### src/rtl/bus_arbiter_if.sv
// Shared-bus arbitration handshake: requests/ack in, grants and status out.
interface bus_arbiter_if;
  logic [3:0] BR;
  logic       ACK;
  logic [3:0] BG;
  logic       BUS_BUSY;
  logic [1:0] OWNER;
  logic       TIMEOUT_ERR;

  // Arbiter side
  modport master (
    input  BR, ACK,
    output BG, BUS_BUSY, OWNER, TIMEOUT_ERR
  );

  // Requester / observer side
  modport slave (
    output BR, ACK,
    input  BG, BUS_BUSY, OWNER, TIMEOUT_ERR
  );
endinterface

### src/rtl/bus_arbiter.sv
// Round-robin arbiter for four bus controllers with a dead turnaround
// cycle between owners and a watchdog that revokes unacknowledged grants.
module bus_arbiter #(
  parameter int unsigned TIMEOUT = 15
) (
  input  logic          BUS_CLK,
  input  logic          RST,
  bus_arbiter_if.master bus
);

  localparam logic [3:0] S_IDLE  = 4'b0001;
  localparam logic [3:0] S_GRANT = 4'b0010;
  localparam logic [3:0] S_HOLD  = 4'b0100;
  localparam logic [3:0] S_TURN  = 4'b1000;

  logic [3:0] state_q, state_d;
  logic [3:0] bg_q, bg_d;
  logic       busy_q, busy_d;
  logic [1:0] owner_q, owner_d;
  logic       terr_q, terr_d;
  logic [7:0] cnt_q, cnt_d;
  logic [1:0] ptr_q, ptr_d;

  logic       win_vld;
  logic [1:0] win_idx;
  logic [1:0] cand;
  logic       owner_req;

  assign owner_req = bus.BR[owner_q];

  // Winner search: first set request after the last winner, wrapping mod 4
  always_comb begin
    win_vld = 1'b0;
    win_idx = ptr_q;
    cand    = '0;
    for (int unsigned i = 1; i <= 4; i++) begin
      cand = ptr_q + 2'(i);
      if (!win_vld && bus.BR[cand]) begin
        win_vld = 1'b1;
        win_idx = cand;
      end
    end
  end

  // Next-state and registered-output computation
  always_comb begin
    state_d = state_q;
    bg_d    = bg_q;
    busy_d  = busy_q;
    owner_d = owner_q;
    terr_d  = 1'b0;
    cnt_d   = cnt_q;
    ptr_d   = ptr_q;
    case (state_q)
      // IDLE and TURN arbitrate identically; TURN only exists to force BG low
      S_IDLE, S_TURN: begin
        state_d = S_IDLE;
        bg_d    = '0;
        busy_d  = 1'b0;
        if (win_vld) begin
          state_d = S_GRANT;
          bg_d    = 4'b0001 << win_idx;
          busy_d  = 1'b1;
          owner_d = win_idx;
          ptr_d   = win_idx;
          cnt_d   = '0;
        end
      end
      S_GRANT: begin
        if (!owner_req) begin
          state_d = S_TURN;
          bg_d    = '0;
          busy_d  = 1'b0;
        end else if (bus.ACK) begin
          state_d = S_HOLD;
        end else if (cnt_q == 8'(TIMEOUT - 1)) begin
          state_d = S_TURN;
          bg_d    = '0;
          busy_d  = 1'b0;
          terr_d  = 1'b1;
        end else begin
          cnt_d = cnt_q + 8'd1;
        end
      end
      S_HOLD: begin
        if (!owner_req) begin
          state_d = S_TURN;
          bg_d    = '0;
          busy_d  = 1'b0;
        end
      end
      default: begin
        state_d = S_IDLE;
        bg_d    = '0;
        busy_d  = 1'b0;
      end
    endcase
  end

  // State and output flops; reset drops the grant without a clock edge
  always_ff @(posedge BUS_CLK or negedge RST) begin
    if (!RST) begin
      state_q <= S_IDLE;
      bg_q    <= '0;
      busy_q  <= 1'b0;
      owner_q <= '0;
      terr_q  <= 1'b0;
      cnt_q   <= '0;
      ptr_q   <= 2'd3;
    end else begin
      state_q <= state_d;
      bg_q    <= bg_d;
      busy_q  <= busy_d;
      owner_q <= owner_d;
      terr_q  <= terr_d;
      cnt_q   <= cnt_d;
      ptr_q   <= ptr_d;
    end
  end

  assign bus.BG          = bg_q;
  assign bus.BUS_BUSY    = busy_q;
  assign bus.OWNER       = owner_q;
  assign bus.TIMEOUT_ERR = terr_q;

endmodule

### src/flat_wrapper.sv
// flat-port wrapper written by rule: the top's interface ports become plain ports
module bus_arbiter_flat 
#(
  parameter int unsigned TIMEOUT = 15
)
  (BUS_CLK, RST, bus_BR, bus_ACK, bus_BG, bus_BUS_BUSY, bus_OWNER, bus_TIMEOUT_ERR);
  bus_arbiter_if bus_i ();
  input  logic BUS_CLK;
  input  logic RST;
  input wire logic [$bits(bus_i.BR)-1:0] bus_BR;
  input wire logic [$bits(bus_i.ACK)-1:0] bus_ACK;
  output wire logic [$bits(bus_i.BG)-1:0] bus_BG;
  output wire logic [$bits(bus_i.BUS_BUSY)-1:0] bus_BUS_BUSY;
  output wire logic [$bits(bus_i.OWNER)-1:0] bus_OWNER;
  output wire logic [$bits(bus_i.TIMEOUT_ERR)-1:0] bus_TIMEOUT_ERR;
  assign bus_i.BR = bus_BR;
  assign bus_i.ACK = bus_ACK;
  assign bus_BG = bus_i.BG;
  assign bus_BUS_BUSY = bus_i.BUS_BUSY;
  assign bus_OWNER = bus_i.OWNER;
  assign bus_TIMEOUT_ERR = bus_i.TIMEOUT_ERR;
  bus_arbiter #(.TIMEOUT(TIMEOUT)) u_core (.BUS_CLK(BUS_CLK), .RST(RST), .bus(bus_i));
endmodule
### config.mk
export PLATFORM = sky130hd
export DESIGN_NAME = bus_arbiter_flat
export DESIGN_NICKNAME = d
export VERILOG_FILES = /design/src/rtl/bus_arbiter_if.sv /design/src/rtl/bus_arbiter.sv /design/src/flat_wrapper.sv
export SDC_FILE = /design/constraint.sdc
export NUM_CORES = 1
export LEC_CHECK = 0
export BUFFER_PORTS_ARGS = -buffer_cell sky130_fd_sc_hd__clkbuf_2
export CAP_MARGIN = 20
export CORE_ASPECT_RATIO = 0.6
export CORE_MARGIN = 1.5
export CORE_UTILIZATION = 56
export DETAILED_ROUTE_END_ITERATION = 8
export GPL_ROUTABILITY_DRIVEN = 0
export PLACE_DENSITY = 0.77
export SLEW_MARGIN = 20
export SYNTH_ARGS = -nofsm -noshare
export SYNTH_HDL_FRONTEND = slang
export SYNTH_SLANG_ARGS = --single-unit
### constraint.sdc
create_clock -name BUS_CLK -period 2.4 [get_ports BUS_CLK]
set_input_delay 0.48 -clock BUS_CLK [delete_from_list [all_inputs] [get_ports BUS_CLK]]
set_output_delay 0.48 -clock BUS_CLK [all_outputs]
set_load 0.02 [all_outputs]
==> results of run 1 <==
cell usage after synthesis, types with 2 or more instances:
cell type,number
and2_1,2
a32o_1,2
dfstp_2,3
nand3_1,8
o21ai_0,6
nor3_1,6
nand2b_1,3
o211ai_1,5
dfrtp_1,19
inv_1,7
or4_1,2
a21o_1,3
o21a_1,2
nor4_1,2
o31ai_1,2
nor2_1,6
nor4b_1,2
nand4_1,3
nor3b_1,2
a31oi_1,3
a22o_1,2
a21oi_1,8
nand2_1,8
ha_1,2
where the power goes:
| part | leakage (nW) | switching (mW) | internal (mW) | total [mW] |
|---|---|---|---|---|
| Sequential | 0.286 | 0.131 | 0.508 | 0.639 |
| Clock | 0.0150 | 0.114 | 0.0651 | 0.179 |
| Combinational | 0.297 | 0.471 | 0.275 | 0.746 |
logic make-up (layout without fill, tap and decap cells):
group	after synthesis	in the layout	share of synthesized area (%)
AOI/OAI and AO/OA	42	42	24.3
xor gates and xnor gates	2	2	1.44
adders and majority gates	2	2	2.06
buffers and inverters	9	27	2.88
DFF	22	22	45.6
muxes	1	1	1.85
and+or+nand+nor	48	48	21.8
registers in the layout, summed over array words and instances (netlist names):
name and flops:
u_core.bus.BG 4, u_core.bus.BUS_BUSY 1, u_core.bus.OWNER 2, u_core.bus.TIMEOUT_ERR 1, u_core.cnt_q 8, u_core.ptr_q 2, u_core.state_q 4
metal layers:
metal,up-vias,GRT usage (%)
li1,522,-
met4,0,10.0
met2,80,37.8
met3,14,9.04
met5,-,0
met1,534,43.4
worst max-delay path, delay by kind of cell (launching register included):
family,cells,cell delay [ns]
compound gates,2,0.46
flops,1,0.46
simple gates,2,1.16
through the flow:
stage / util [%] / worst slack [ns] / std cells / cell area (sq um)
6_report: 69.8 / 0.274 / 172 / 1350
5_1_grt: 69.8 / 0.180 / 172 / 1350
4_1_cts: 69.8 / 0.290 / 172 / 1350
3_5_place_dp: 68.5 / 0.299 / 168 / 1330
3_3_place_gp: 68.5 / 0.321 / 168 / 1330
2_1_floorplan: - / 0.443 / 126 / 1210
final cells by class:
class                           count  area [sq um]  share of cell area (%)
Multi-Input combinational cell     95           626                    46.3
Timing Repair Buffer               16          85.1                    6.29
Tap cell                           28          35.0                    2.59
Inverter                            7          26.3                    1.94
Sequential cell                    22           554                    41.0
Clock buffer                        4          26.3                    1.94
worst min path at each step:
stage,endpoint,slack (ns),startpoint,cells after the start
global placement,u_core.bus.BUS_BUSY,0.47,u_core.bus.BUS_BUSY,1
floorplan,u_core.bus.BG[0],0.18,RST,0
global route,u_core.state_q[1],0.15,RST,1
detailed placement,u_core.bus.BUS_BUSY,0.48,u_core.bus.BUS_BUSY,1
finish,u_core.bus.OWNER[0],0.11,RST,1
CTS,u_core.bus.BG[2],0.13,RST,1
==> metrics, run 1 <==
Antenna Nets Post-Route 0; clock skew 0.0202 ns; post-DP HPWL 2.35 mm; CTS Hold Bufs 0; wire length of the first global-routing pass 4.99 mm; EDFF count, synth 0; fill count 147; top cell type's share of synthesized area 39.1%; Reg2Reg Depth 4; Critical Path Max Stage Delay 0.68 ns; worst-case hold slack 0.114 ns; VDD IR-drop max 0.683 mV; launch point of the worst path u_core.state_q[3]; Metal-1 WL 1.45 mm; share of cells above drive strength 1 16.7%; synthesized flop and latch total 22; FF-to-FF setup slack 0.27 ns; Die ar. 2470 sq um; Clock Path Buffers 2; Via-to-Cell Ratio 6.69; post_cts resized 0; Tcrit/Tclk final 88.6%; number of DRC markers in iteration 0 122; Vias 1150; vias in the first global route 965; Final min period 2.13 ns; Max Freq 0.470 GHz; sequential fraction of the synthesis area 45.6%; crit path max fanout 7; required time worst endpoint 2.66 ns; CP cell instances or4b_1, a211o_1, or4_1, o211ai_1; WL met3 363 microns; grt total ovfl 0; Fin. Hold Viols 0; commonest non-fill, non-tap cell in the layout dfrtp_1; Area growth, synth to finish 11.3%; reg2reg start u_core.state_q[3]; critical path arrival 2.38 ns; Routed WL 3.11 mm; Max-slew headroom 34.3%; die width 63.1 microns; drt first pass iters 5; setup_tns 0 ns; Lkg Pwr 0.597 nW; max_cap viols 0; syn_nets 135; CP startpoint kind flip-flop; Antenna Diode Count 0; I/O pins 15; Num CTS Buffers 3; clk_lat worst skew 0.32 ns; commonest cells after routing, fill and taps aside 19 x dfrtp_1, 14 x clkbuf_2, 8 x nand2_1, 8 x nand3_1, 8 x a21oi_1; cell count after synthesis 126; top routing layer in use met4; # Post-CTS Setup Buffers 0; Tot GR Track Use 28.8%; Post-Syn Area 1210 sq um; ys flop type dfrtp_1; critical path class reg2reg; initial antenna violation count 0; Core Area 1940 sq um; dominant cell type by area after synthesis dfrtp_1; row cnt 12; Slew Limit Fails 0; r2r endpoint u_core.cnt_q[4]; CP endpoint kind flip-flop; post-synthesis async set-or-reset flop share 100%; Avg Cell Area, Syn 9.64 sq um; Clock Pin Slew Worst Setup and Hold Paths 0.13 ns; pwr dens 1160 nW/um^2; initial core utilization 62.7%; RSZ-0062 raised after global routing no; die height 39.1 microns; synth warn 0; drt wl/cell 18.1 microns; Synth cell types 42; CTS Sinks 22; Critical path destination u_core.cnt_q[4]; htree depth 1; nets@finish 154; outcome complete, no violations; Power Total 1.56 mW; largest net degree at the start of global routing 23; dominant cells by area after synthesis dfrtp_1 39%, dfstp_2 6.5%, a21oi_1 3.3%; WL met2 1.20 mm; slew at the pin with the worst max-slew slack 0.972 ns; final setup violation count 0; I/O Buffers 14; CTS root buf clkbuf_4; Slowest-stage cell, CP or4b_1; CTS tree done; number of remaining DRC errors 0; worst hold path type in2async
Note: power is estimated with default switching activity, not from simulation.
==> run 2: changes to the inputs <==
--- a/config.mk
+++ b/config.mk
@@ -7,7 +7,7 @@
 export LEC_CHECK = 0
 export BUFFER_PORTS_ARGS = -buffer_cell sky130_fd_sc_hd__clkbuf_2
 export CAP_MARGIN = 20
-export CORE_ASPECT_RATIO = 0.6
+export CORE_ASPECT_RATIO = 0.7
 export CORE_MARGIN = 1.5
 export CORE_UTILIZATION = 56
 export DETAILED_ROUTE_END_ITERATION = 8
==> run 2 against run 1 <==
Effect of this change: clock skew shrank 0.0042 ns; register-to-register slack about the same; maximum frequency shrank 0.54%; core utilization fell by 0.54 points; combinational power is 0.9% lower; total power fell by 0.75%; global-route usage is 1.6 points lower; critical endpoint unchanged; largest power group unchanged.
==> metrics, run 2 (synthesis results as in run 1) <==
outcome complete, no violations; RSZ-0062 raised after global routing no; required time worst endpoint 2.63 ns; Antenna Diode Count 0; CP endpoint kind flip-flop; Vias 1121; VDD IR-drop max 0.717 mV; Inst Count DP 163; max reg flops 8; drt wl/cell 17.8 microns; slew at the pin with the worst max-slew slack 0.971 ns; die height 42.0 microns; vias in the first global route 1039; critical path class reg2reg; htree depth 1; Final min period 2.14 ns; area of the multi-input gates 626 sq um; Die ar. 2460 sq um; wire length of the first global-routing pass 4.91 mm; met3 Resource Use GR 8.64%; Via-to-Cell Ratio 6.71; Routed WL 2.97 mm; CTS root buf clkbuf_4; GR Util met2 34.8%; Layout Cells excl Fill 167; CTS tree done; post_cts resized 0; Slew Limit Fails 0; final setup violation count 0; Fin. Hold Viols 0; post-DP HPWL 2.26 mm; largest net degree at the start of global routing 23; I/O Buffers 14; Top reg by flops u_core.cnt_q; die width 58.7 microns; CTS Sinks 22; number of DRC markers in iteration 0 72; CP startpoint kind flip-flop; commonest non-fill, non-tap cell in the layout dfrtp_1; Lkg Pwr 0.603 nW; setup_tns 0 ns; clk_lat worst skew 0.32 ns; initial core utilization 62.2%; clock skew 0.0160 ns; Max Freq 0.468 GHz; sequential standard cell area 554 sq um; launch point of the worst path u_core.state_q[3]; I/O pins 15; nets@finish 155; Clock Path Buffers 2; row cnt 13; Antenna Nets Post-Route 0; Num CTS Buffers 3; CTS Hold Bufs 0; share of cells above drive strength 1 17.2%; worst hold path type in2async; commonest cells after routing, fill and taps aside 19 x dfrtp_1, 14 x clkbuf_2, 8 x nand2_1, 8 x nand3_1, 8 x a21oi_1; Most Crowded Layer GR met1; # Post-CTS Setup Buffers 0; GR Util met1 43.3%; Max-slew headroom 34.8%; Area growth, synth to finish 11.3%; max_cap viols 0; critical path arrival 2.36 ns; Tot GR Track Use 27.2%; Core Area 1950 sq um; Clock Pin Slew Worst Setup and Hold Paths 0.13 ns; drt first pass iters 4; fill count 172; number of remaining DRC errors 0; pwr dens 1150 nW/um^2; initial antenna violation count 0; grt total ovfl 0; crit path max fanout 7; reg2reg start u_core.state_q[3]; Tcrit/Tclk final 89.1%
==> run 2: cell types whose count changed in the layout (fill, tap and decap cells not counted), sizes merged <==
cell	previous run	this run
buf	2	3
==> run 2: worst max-delay path, stage by stage (launching register included) <==
cell	delay [ns]
dfrtp_1	0.46
or4b_1	0.67
a211o_1	0.35
or4_1	0.48
o211ai_1	0.10
==> run 2: final timing paths <==
check	endpoint	slack, ns	depth (start not counted)
setup / recovery	u_core.cnt_q[4]	0.26	4
hold / removal	u_core.cnt_q[5]	0.12	1
setup reg to reg	u_core.cnt_q[4]	0.26	4
hold reg to reg	u_core.bus.BG[1]	0.50	1
max in group asynchronous	u_core.ptr_q[1]	1.89	1
min in group BUS_CLK	u_core.bus.TIMEOUT_ERR	0.46	2
==> run 2: report_power, final <==
part	internal, mW	switching (mW)	total, mW	leakage [nW]
sequential	0.508	0.128	0.637	0.286
combinational	0.275	0.464	0.739	0.302
clock	0.0649	0.111	0.176	0.0150
==> run 2: layout make-up <==
class / count / area share, %
Sequential cell: 22 / 41.0
Inverter: 7 / 1.94
Multi-Input combinational cell: 95 / 46.3
Tap cell: 22 / 2.04
Timing Repair Buffer: 17 / 6.85
Clock buffer: 4 / 1.94
==> run 2: through the flow <==
stage	util, %	power (mW)	hold WS [ns]	worst slack, ns	area [sq um]
after global placement	67.9	1.34	0.469	0.349	1330
after CTS	69.3	1.55	0.127	0.284	1350
after detailed placement	67.9	1.37	0.483	0.325	1330
final	69.3	1.55	0.118	0.262	1350
after global routing	69.3	1.66	0.155	0.186	1350
after floorplan	-	1.13	0.184	0.443	1210
==> run 2: layer usage <==
metal,vias up,part of all wire (%)
met2,47,42
met1,548,50
met3,2,7.7
met4,0,0.50
met5,-,0
li1,524,-
==> run 3: changes to the inputs <==
--- a/config.mk
+++ b/config.mk
@@ -13,6 +13,7 @@
 export DETAILED_ROUTE_END_ITERATION = 8
 export GPL_ROUTABILITY_DRIVEN = 0
 export PLACE_DENSITY = 0.77
+export RECOVER_POWER = 50
 export SLEW_MARGIN = 20
 export SYNTH_ARGS = -nofsm -noshare
 export SYNTH_HDL_FRONTEND = slang
==> constraint.sdc (replaced) <==
create_clock -name BUS_CLK -period 2.2 [get_ports BUS_CLK]
set_input_delay 0.44 -clock BUS_CLK [delete_from_list [all_inputs] [get_ports BUS_CLK]]
set_output_delay 0.44 -clock BUS_CLK [all_outputs]
set_load 0.02 [all_outputs]
==> run 3 against run 2 <==
Effect of this change: final cell count up 0.60%; global-route usage is 0.75 points lower; sequential cell count is the same; highest routed layer unchanged.
==> metrics, run 3 (synthesis results as in run 1) <==
outcome complete, no violations; Via-to-Cell Ratio 6.69; Slew Limit Fails 0; worst hold path type in2async; number of DRC markers in iteration 0 94; slew at the pin with the worst max-slew slack 1.16 ns; commonest non-fill, non-tap cell in the layout dfrtp_1; CP endpoint kind flip-flop; Fin. Hold Viols 0; clk_lat worst skew 0.32 ns; max reg flops 8; clock skew 0.0124 ns; CTS root buf clkbuf_4; Max Freq 0.507 GHz; setup_tns 0 ns; Clock Path Buffers 2; final setup violation count 0; Core Area 1950 sq um; CP cell instances or4b_1, a211o_1, or4_1, o211ai_1; Tcrit/Tclk final 89.7%; Final min period 1.97 ns; I/O pins 15; Vias 1124; CTS tree done; commonest cells after routing, fill and taps aside 19 x dfrtp_1, 9 x clkbuf_2, 8 x nand2_1, 8 x nand3_1, 8 x a21oi_1; CP startpoint kind flip-flop; Critical Path Max Stage Delay 0.55 ns; die width 58.7 microns; die height 42.0 microns; worst-case hold slack 0.317 ns; Lkg Pwr 0.592 nW; row cnt 13; Top reg by flops u_core.cnt_q; required time worst endpoint 2.45 ns; # Post-CTS Setup Buffers 0; Power Total 1.71 mW; Die ar. 2460 sq um; RSZ-0062 raised after global routing no; VDD IR-drop max 1.03 mV; max_cap viols 0; Area growth, synth to finish 12.3%; htree depth 1; area of the multi-input gates 636 sq um; CTS Sinks 22; final worst slack 0.226 ns; drt wl/cell 17.0 microns; Slowest-stage cell, CP or4b_1; wire length of the first global-routing pass 4.78 mm; I/O Buffers 14; sequential standard cell area 554 sq um; initial antenna violation count 0; critical path class reg2reg; vias in the first global route 1007; Num CTS Buffers 3; share of cells above drive strength 1 15.8%; pwr dens 1250 nW/um^2; dpl ws 0.163 ns; Routed WL 2.86 mm; crit path max fanout 5; Max-slew headroom 22.4%; Tot GR Track Use 26.4%; Antenna Nets Post-Route 0; Antenna Diode Count 0; grt total ovfl 0; largest net degree at the start of global routing 23; fill count 153; nets@finish 156; number of remaining DRC errors 0; critical path arrival 2.22 ns; post-DP HPWL 2.14 mm; initial core utilization 62.2%; drt first pass iters 4; Clock Pin Slew Worst Setup and Hold Paths 0.12 ns; CTS Hold Bufs 0; fin util 69.9%
-- run 3: changes by cell type in the layout (fill, tap and decap cells not counted), sizes merged --
cell,change
buf,+1
-- run 3: where the power goes --
group,internal [mW],switching (mW)
Sequential,0.554,0.142
Clock,0.0710,0.123
Combinational,0.307,0.508
Total,0.933,0.773
-- run 3: repair_timing --
item / CTS / global route
endpoints found under the setup margin: 0 / 3
hold endpoints to repair: 0 / 0
resized for setup: 0 / 2
-- run 3: routing by layer --
layer | up-vias | share of wire, % | global-route usage [%] | wire (microns)
met5 | - | 0 | 0 | 0
met4 | 0 | 0.80 | 6.82 | 23
met3 | 4 | 14 | 10.5 | 393
met2 | 79 | 39 | 33.3 | 1110
met1 | 510 | 46 | 41.7 | 1330
li1 | 531 | - | - | -
-- run 3: worst paths after layout --
| kind | startpoint | end | slack (ns) | depth (start not counted) |
|---|---|---|---|---|
| setup / recovery | u_core.state_q[3] | u_core.cnt_q[4] | 0.23 | 4 |
| min in group BUS_CLK | bus_ACK | u_core.bus.TIMEOUT_ERR | 0.42 | 2 |
| setup reg to reg | u_core.state_q[3] | u_core.cnt_q[4] | 0.23 | 4 |
| hold / removal | RST | u_core.cnt_q[5] | 0.32 | 1 |
| max in group asynchronous | RST | u_core.cnt_q[0] | 1.18 | 1 |
| hold reg to reg | u_core.bus.BUS_BUSY | u_core.bus.BUS_BUSY | 0.49 | 1 |
-- run 3: worst max-delay path, delay by kind of cell, from the launching register on --
kind / cells / cell delay [ns]
AOI/OAI and AO/OA: 2 / 0.41
DFF: 1 / 0.46
and+or+nand+nor: 2 / 1.03
-- run 3: final cells by class --
cell class	count	area share, %
clock buffer	4	1.93
inverter	7	1.93
sequential	22	40.6
timing repair buffer	18	6.88
multi-input combinational	95	46.6
tap	22	2.02
-- run 3: per-stage QoR --
step | cell area (sq um) | cells
5_1_grt | 1360 | 168
3_5_place_dp | 1330 | 164
2_1_floorplan | 1210 | 126
3_3_place_gp | 1330 | 164
4_1_cts | 1360 | 168
6_report | 1360 | 168
